File: config.mk
export PLATFORM = sky130hd
export DESIGN_NAME = prog_counter
export DESIGN_NICKNAME = d
export VERILOG_FILES = /design/src/rtl/prog_counter_pkg.sv /design/src/rtl/prog_counter_next.sv /design/src/rtl/prog_counter.sv
export SDC_FILE = /design/constraint.sdc
export NUM_CORES = 1
export LEC_CHECK = 0
export CAP_MARGIN = 20
export CORE_MARGIN = 5
export CORE_UTILIZATION = 50
export DETAILED_ROUTE_END_ITERATION = 16
export PLACE_DENSITY_LB_ADDON = 0.1
export SLEW_MARGIN = 20
export SYNTH_ARGS = -nofsm -noshare
export SYNTH_HDL_FRONTEND = slang
export SYNTH_SLANG_ARGS = --single-unit
File: constraint.sdc
create_clock -name clk -period 2.75 [get_ports clk]
set_input_delay 0.55 -clock clk [delete_from_list [all_inputs] [get_ports clk]]
set_output_delay 0.55 -clock clk [all_outputs]
set_load 0.01 [all_outputs]
File: src/rtl/prog_counter_pkg.sv
// Shared types and constants for the programmable counter.
//   state_e      : FSM state encoding (IDLE / RUN / HALT)
//   MODE_*       : 2-bit terminal-step behaviour selectors
//   mode_halts() : true when a terminal step in the given mode parks the FSM in HALT
package prog_counter_pkg;

  typedef enum logic [1:0] {
    StIdle = 2'b00,
    StRun  = 2'b01,
    StHalt = 2'b10
  } state_e;

  localparam logic [1:0] MODE_WRAP    = 2'b00;
  localparam logic [1:0] MODE_SAT     = 2'b01;
  localparam logic [1:0] MODE_ONESHOT = 2'b10;
  // 2'b11 is reserved and decodes as wrap.

  function automatic logic mode_halts(input logic [1:0] mode);
    return (mode == MODE_SAT) || (mode == MODE_ONESHOT);
  endfunction

endpackage

File: src/rtl/prog_counter_next.sv
// Combinational next-count datapath for prog_counter.
//   count_i       : current counter value
//   limit_i       : up-count terminal value / down-count wrap value
//   dir_i         : 0 = up, 1 = down
//   mode_i        : terminal-step behaviour (wrap / saturate / one-shot / reserved=wrap)
//   reload_i      : value restored on a one-shot terminal step
//   count_next_o  : counter value after a step
//   terminal_o    : this step is a terminal step
module prog_counter_next
  import prog_counter_pkg::*;
#(
  parameter int unsigned WIDTH = 8
) (
  input  logic [WIDTH-1:0] count_i,
  input  logic [WIDTH-1:0] limit_i,
  input  logic             dir_i,
  input  logic [1:0]       mode_i,
  input  logic [WIDTH-1:0] reload_i,
  output logic [WIDTH-1:0] count_next_o,
  output logic             terminal_o
);

  logic [WIDTH-1:0] wrap_val;

  // Terminal checks guarantee +1 / -1 never cross the 2^WIDTH boundary.
  assign terminal_o = dir_i ? (count_i == '0) : (count_i >= limit_i);
  assign wrap_val   = dir_i ? limit_i : '0;

  always_comb begin
    count_next_o = count_i;
    if (!terminal_o) begin
      count_next_o = dir_i ? (count_i - WIDTH'(1)) : (count_i + WIDTH'(1));
    end else begin
      unique case (mode_i)
        MODE_SAT:     count_next_o = count_i;
        MODE_ONESHOT: count_next_o = reload_i;
        default:      count_next_o = wrap_val;
      endcase
    end
  end

endmodule

File: src/rtl/prog_counter.sv
// Programmable up/down counter with IDLE/RUN/HALT control FSM.
//   clk      : clock, all state on rising edge
//   rst      : synchronous active-high reset
//   en       : count enable (steps only in RUN)
//   start    : level, IDLE -> RUN
//   stop     : level, RUN/HALT -> IDLE, count held
//   load     : synchronous load of count and reload register from load_val
//   load_val : load value
//   limit    : up terminal value / down wrap value
//   dir      : 0 = up, 1 = down
//   mode     : 00 wrap, 01 saturate, 10 one-shot, 11 wrap
//   count    : registered counter value
//   tc       : one-cycle pulse the cycle after a terminal step
//   busy     : state == RUN
//   done     : state == HALT
module prog_counter
  import prog_counter_pkg::*;
#(
  parameter int unsigned WIDTH = 8
) (
  input  logic             clk,
  input  logic             rst,
  input  logic             en,
  input  logic             start,
  input  logic             stop,
  input  logic             load,
  input  logic [WIDTH-1:0] load_val,
  input  logic [WIDTH-1:0] limit,
  input  logic             dir,
  input  logic [1:0]       mode,
  output logic [WIDTH-1:0] count,
  output logic             tc,
  output logic             busy,
  output logic             done
);

  state_e           state_q;
  logic [WIDTH-1:0] count_q;
  logic [WIDTH-1:0] reload_q;
  logic             tc_q;

  logic [WIDTH-1:0] count_d;
  logic             terminal;

  prog_counter_next #(
    .WIDTH (WIDTH)
  ) u_next (
    .count_i      (count_q),
    .limit_i      (limit),
    .dir_i        (dir),
    .mode_i       (mode),
    .reload_i     (reload_q),
    .count_next_o (count_d),
    .terminal_o   (terminal)
  );

  // Priority: rst > load > stop > start > step.
  always_ff @(posedge clk) begin
    if (rst) begin
      state_q  <= StIdle;
      count_q  <= '0;
      reload_q <= '0;
      tc_q     <= 1'b0;
    end else begin
      tc_q <= 1'b0;
      if (load) begin
        count_q  <= load_val;
        reload_q <= load_val;
        if (state_q == StHalt) state_q <= StIdle;
      end else if (stop) begin
        state_q <= StIdle;
      end else if (start && (state_q == StIdle)) begin
        state_q <= StRun;
      end else if ((state_q == StRun) && en) begin
        count_q <= count_d;
        tc_q    <= terminal;
        if (terminal && mode_halts(mode)) state_q <= StHalt;
      end
    end
  end

  assign count = count_q;
  assign tc    = tc_q;
  assign busy  = (state_q == StRun);
  assign done  = (state_q == StHalt);

endmodule

# Word-level counts from Yosys, hierarchy flattened
# Index checks and enable logic that the tools add are counted.
# W data, S select, Z words.
[classes]
n_addsub = 2
order_cmp = 1
n_eq_ne = 8
mux = 15
bitwise_logic = 1
n_reduce_logical = 12
[ops]
columns = ["op", "count"]
rows = [
  ["$mux W8", 7],
  ["$pmux W8 S2", 1],
  ["$mux W2", 6],
  ["$add A8 B1 Y8 const B", 1],
  ["$ge A8 B8 Y1", 1],
  ["$logic_not A8 Y1", 1],
  ["$reduce_bool A4 Y1", 2],
  ["$sub A8 B1 Y8 const B", 1],
  ["$reduce_or A5 Y1", 1],
  ["$eq A2 B1 Y1 const B", 2],
  ["$eq A2 B2 Y1 const B", 2],
  ["$ne A2 B1 Y1 const B", 2],
  ["$reduce_and A4 Y1", 1],
  ["$logic_and A1 B1 Y1", 3],
  ["$ne A3 B3 Y1 const B", 1],
  ["$reduce_and A3 Y1", 1],
  ["$logic_not A2 Y1", 1],
  ["$ne A2 B2 Y1 const B", 1],
  ["$reduce_bool A2 Y1", 1],
  ["$logic_or A1 B1 Y1", 1],
  ["$mux W1", 1],
  ["$not A1 Y1", 1],
]
[word_totals]
register_bits = 19
out_inout_bits = 11
wordCells = 43

# Depth between registers and ports, before layout
# Gate-level depths: netlist of run 1.
[depth]
depth_word = 8
depth_mapped = 9
mapped_depth_nobuf = 8

# Modules after synthesis
# A second synthesis of run 1 with hierarchy kept.
[hier_totals]
hier_cells = 197
area_unflattened_um2 = 1697.9
[by_module_without_submodules]
columns = ["mod", "instances", "cells_each", "area_per_inst_um2"]
rows = [
  ["prog_counter", 1, 82, 855.8],
  ["prog_counter_next", 1, 115, 842.1],
]

# Worst setup path before layout of run 1
# No wires, ideal clock.
[synth_timing]
path_kind = "input -> register"
from = "input limit[0]"
to = "register count_q[6] (netlist: count[6])"
setup_time_ns = 0.134
arrival_time_ns = 2.095
t_required_ns = 2.616
setup_slack_ns = 0.521
stages = 7
path_buffers = 0
path_cell_list = "ha_1 -> or3b_1 -> o2111ai_2 -> and4_2 -> nor2_4 -> o41ai_2 -> a311oi_1"
[synth_between]
elab_chain_len = 7
elab_cells_between_ends = 9
classes_between = "1 x order compare; 1 x eq/ne; 6 x mux; 1 x reduce/logical"
[synth_rtl]
columns = ["element", "line_no", "source"]
rows = [
  ["from (decl)", "prog_counter.sv:28", "input logic [WIDTH-1:0] limit,"],
  ["$ge A8 B8 Y1 (*)", "prog_counter_next.sv:26", "assign terminal_o = dir_i ? (count_i == '0) : (count_i >= limit_i);"],
  ["$mux W1 (*)", "prog_counter_next.sv:26", ""],
  ["$mux W8", "prog_counter_next.sv:31", "if (!terminal_o) begin"],
  ["$mux W8", "prog_counter.sv:74", "end else if ((state_q == StRun) && en) begin"],
  ["$mux W8", "prog_counter.sv:72", "end else if (start && (state_q == StIdle)) begin"],
  ["$mux W8", "prog_counter.sv:70", "end else if (stop) begin"],
  ["$mux W8", "prog_counter.sv:66", "if (load) begin"],
  ["to (signal assigned)", "prog_counter.sv:67", "count_q <= load_val;"],
  ["to (signal assigned)", "prog_counter.sv:75", "count_q <= count_d;"],
  ["to (decl)", "prog_counter.sv:38", "logic [WIDTH-1:0] count_q;"],
]
# Mark *: on every way between the ends. The rest lies on a longest branch, timed or not. The select of a mux whose other input is x is not followed.
# A chain may end at the register's enable or synchronous reset.

# Final worst setup path of run 1
[layout_timing]
from = "input limit[0]"
to = "register state_q[0]"
[layout_between]
elab_chain_len = 5
[layout_rtl]
columns = ["element", "line_no", "source"]
rows = [
  ["$ge A8 B8 Y1", "prog_counter_next.sv:26", ""],
  ["$mux W1", "prog_counter_next.sv:26", ""],
  ["$logic_and A1 B1 Y1", "prog_counter.sv:77", "if (terminal && mode_halts(mode)) state_q <= StHalt;"],
  ["$reduce_bool A4 Y1 (no line)", "--", ""],
  ["$reduce_and A3 Y1 (no line)", "--", ""],
  ["to (signal assigned)", "prog_counter.sv:71", "state_q <= StIdle;"],
  ["to (signal assigned)", "prog_counter.sv:73", "state_q <= StRun;"],
  ["to (signal assigned)", "prog_counter.sv:77", ""],
  ["to (decl)", "prog_counter.sv:37", "state_e state_q;"],
]
# Every way passes these cells.

==> impl_metrics.json, run 1 <==
{
  "drtIter0Drc": 129,
  "synth-warning-count": 0,
  "wl_per_cell_microns": 15.9,
  "fin_crit_ps": 2480,
  "cts_sinks": 19,
  "cts.reportedPaths.clkPinSlew_ps": 100,
  "synth_top_area_share_pct": 24.1,
  "power.density_nw_per_um2": 394,
  "dieArea_sq_um": 4380,
  "ant_nets": 0,
  "final_max_slew_viol_count": 0,
  "postSynthAreaPerCell_sq_um": 8.13,
  "die_h_microns": 66.2,
  "vias": 1696,
  "outcome": "completed",
  "grt_start_max_net_pins": 16,
  "hp-class": "reg -> reg",
  "nets": 285,
  "htreeDepth": 1,
  "root_buffer": "clkbuf_4",
  "antenna_found_initial": 0,
  "rsz0062_at_grt": "false",
  "area_growth_pct": 33.2,
  "layout_commonest_cell": "clkdlybuf4s50_1",
  "core_region_area_sq_um": 3030,
  "dpl.hpwl_mm": 3.55,
  "portBuffers": 35,
  "cp.arrival_ps": 2680,
  "syn_area_sq_um": 1580,
  "numCtsBuffers": 3,
  "synth_area_leader_cell": "dfxtp_1",
  "cts.path.max_buffers": 2,
  "die_w_microns": 66.2,
  "post-cts-setup-buffers": 0,
  "grt_util_all_layers_pct": 22.0,
  "clkLatencyLatePin_ps": 290,
  "start_util_pct": 52.1,
  "yosysSeqAreaShare_pct": 24.1,
  "globalRouteOverflowTotal": 0,
  "fmax_ghz": 0.403,
  "synth_ff_type": "dfxtp_1",
  "rows": 20,
  "worst_hold_slack_ps": 464,
  "synth-edff-count": 0,
  "ys_seq_elements": 19,
  "drt_pre_antenna_iters": 4,
  "cts_resized": 0,
  "cp-end-kind": "register",
  "hold_viol_final": 0,
  "async_flop_share_pct": 0,
  "cp_max_fo": 5,
  "crit_path_start_kind": "input port",
  "fin_util_pct": 69.3,
  "finalClockSkew_ps": 5.06,
  "relSlewSlack_pct": 63.8,
  "layout_common_cells": "35 x clkdlybuf4s50_1, 20 x nand2_1, 19 x dfxtp_1, 18 x a21oi_1, 17 x inv_1",
  "setup_viol": 0,
  "post-route-period-util_pct": 90.2,
  "slowest_stage": "clkdlybuf4s50_1",
  "worstSetupPathType": "in -> reg",
  "gp_congestion": 0.902,
  "synthesis.nets": 236,
  "via_per_inst": 5.93,
  "grt_pass1_wl_mm": 7.53,
  "power.leakage_nw": 0.861,
  "ir_drop_mv": 0.239,
  "cp_data_required_time_ps": 2950,
  "drive_gt1_share_pct": 12.4,
  "synth_cell_type_count": 47,
  "totalWireLength_mm": 4.55,
  "cts-hold-fix-buffers": 0,
  "antenna_cells": 0,
  "crit_path_max_incr_delay_ps": 420,
  "synth_top_cells_by_area": "dfxtp_1 24%, ha_1 13%, a21oi_1 5.7%",
  "syn_inst": 194,
  "grt_pass1_vias": 1666,
  "ios": 36,
  "cts_tree": "done",
  "max_cap_violations": 0,
  "fillers": 262,
  "cp_cell_sequence": "clkdlybuf4s50_1 -> ha_1 -> or3b_1 -> o2111ai_2 -> and4_2 -> nor2_4 -> buf_4 -> a21o_1 -> a211oi_1",
  "worst_slew_pin_slew_ps": 542,
  "drc": 0
}
[synthesized netlist by cell type, drive strengths merged, types with 3 or more instances]
cell type / n
a21oi: 18
a22oi: 3
a311oi: 4
a31oi: 6
clkbuf: 4
dfxtp: 19
ha: 16
inv: 18
mux2i: 3
nand2: 20
nand2b: 3
nor2: 14
nor3: 7
nor4: 3
o211ai: 6
o21ai: 12
o31ai: 4
xnor2: 3
[path summary, 6_finish.rpt]
| path | startpoint | to | slack [ps] | cells after the start |
|---|---|---|---|---|
| min | reload_q[6]$_SDFFE_PP0P_ | reload_q[6]$_SDFFE_PP0P_ | 460 | 2 |
| max reg2reg | count[0]$_SDFFE_PP0P_ | state_q[0]$_SDFFE_PP0P_ | 340 | 9 |
| max | limit[0] | state_q[0]$_SDFFE_PP0P_ | 270 | 9 |
| min reg2reg | reload_q[6]$_SDFFE_PP0P_ | reload_q[6]$_SDFFE_PP0P_ | 460 | 2 |
[kinds of logic (layout without fill, tap and decap cells)]
logic type / after synthesis / in the layout / share of synthesized area, %
compound gates: 69 / 69 / 32.2
xor+xnor: 4 / 4 / 2.22
buf+inv: 23 / 71 / 5.95
flops: 19 / 19 / 24.1
mux: 3 / 3 / 1.90
simple gates: 59 / 59 / 19.6
fa+ha+maj: 17 / 17 / 14.0
[area by class of cell]
class / instances / area (sq um) / share of cell area (%)
Sequential cell: 19 / 380 / 18.1
Clock buffer: 4 / 26.3 / 1.25
Multi-Input combinational cell: 152 / 1100 / 52.5
Tap cell: 44 / 55.1 / 2.62
Timing Repair Buffer: 49 / 468 / 22.3
Inverter: 18 / 67.6 / 3.22
[worst max-delay path: cells and delay by family]
family	cells	cell delay (ps)
fa+ha+maj	1	300
simple gates	3	770
buf+inv	2	570
compound gates	3	480
[report_power, final]
group	switching, W	internal [W]
logic	0.000190	0.000180
registers	0.0000243	0.000294
clock network	0.0000831	0.0000563
total	0.000297	0.000531
[per-stage QoR]
| step | power [W] | setup slack (ps) | setup TNS, ps | cell area, sq um | cells |
|---|---|---|---|---|---|
| detailed placement | 0.000686 | -31.2 | -31.2 | 2070 | 282 |
| floorplan | 0.000535 | 521 | 0 | 1580 | 194 |
| finish | 0.000828 | 271 | 0 | 2100 | 286 |
| global route | 0.000886 | 111 | 0 | 2100 | 286 |
| CTS | 0.000828 | 272 | 0 | 2100 | 286 |
| global placement | 0.000674 | 16.8 | 0 | 2070 | 282 |
[per-layer routing]
| metal | up-vias | global-route usage (%) | share of wire [%] |
|---|---|---|---|
| li1 | 818 | - | - |
| met4 | 0 | 6.60 | 0.75 |
| met5 | - | 0 | 0 |
| met1 | 812 | 28.2 | 44 |
| met3 | 4 | 3.40 | 6.0 |
| met2 | 62 | 37.8 | 50 |
[flip-flops by register name, summed over array words and instances, names as in the netlist]
name      flops
count         8
reload_q      8
state_q       2
tc            1
Power figures use the tool's default switching activity.
==> run 2, diff against run 1 <==
--- a/config.mk
+++ b/config.mk
@@ -9,6 +9,7 @@
 export CORE_MARGIN = 5
 export CORE_UTILIZATION = 50
 export DETAILED_ROUTE_END_ITERATION = 16
+export GPL_TIMING_DRIVEN = 1
 export PLACE_DENSITY_LB_ADDON = 0.1
 export SLEW_MARGIN = 20
 export SYNTH_ARGS = -nofsm -noshare
==> results of run 2 <==
No change in the layout: final DEF, timing and power equal those of run 1.
==> run 3, diff against run 2 <==
--- a/config.mk
+++ b/config.mk
@@ -8,6 +8,7 @@
 export CAP_MARGIN = 20
 export CORE_MARGIN = 5
 export CORE_UTILIZATION = 50
+export CTS_CLUSTER_SIZE = 16
 export DETAILED_ROUTE_END_ITERATION = 16
 export GPL_TIMING_DRIVEN = 1
 export PLACE_DENSITY_LB_ADDON = 0.1
==> results of run 3 <==
No change in the layout: final DEF, timing and power equal those of run 1.
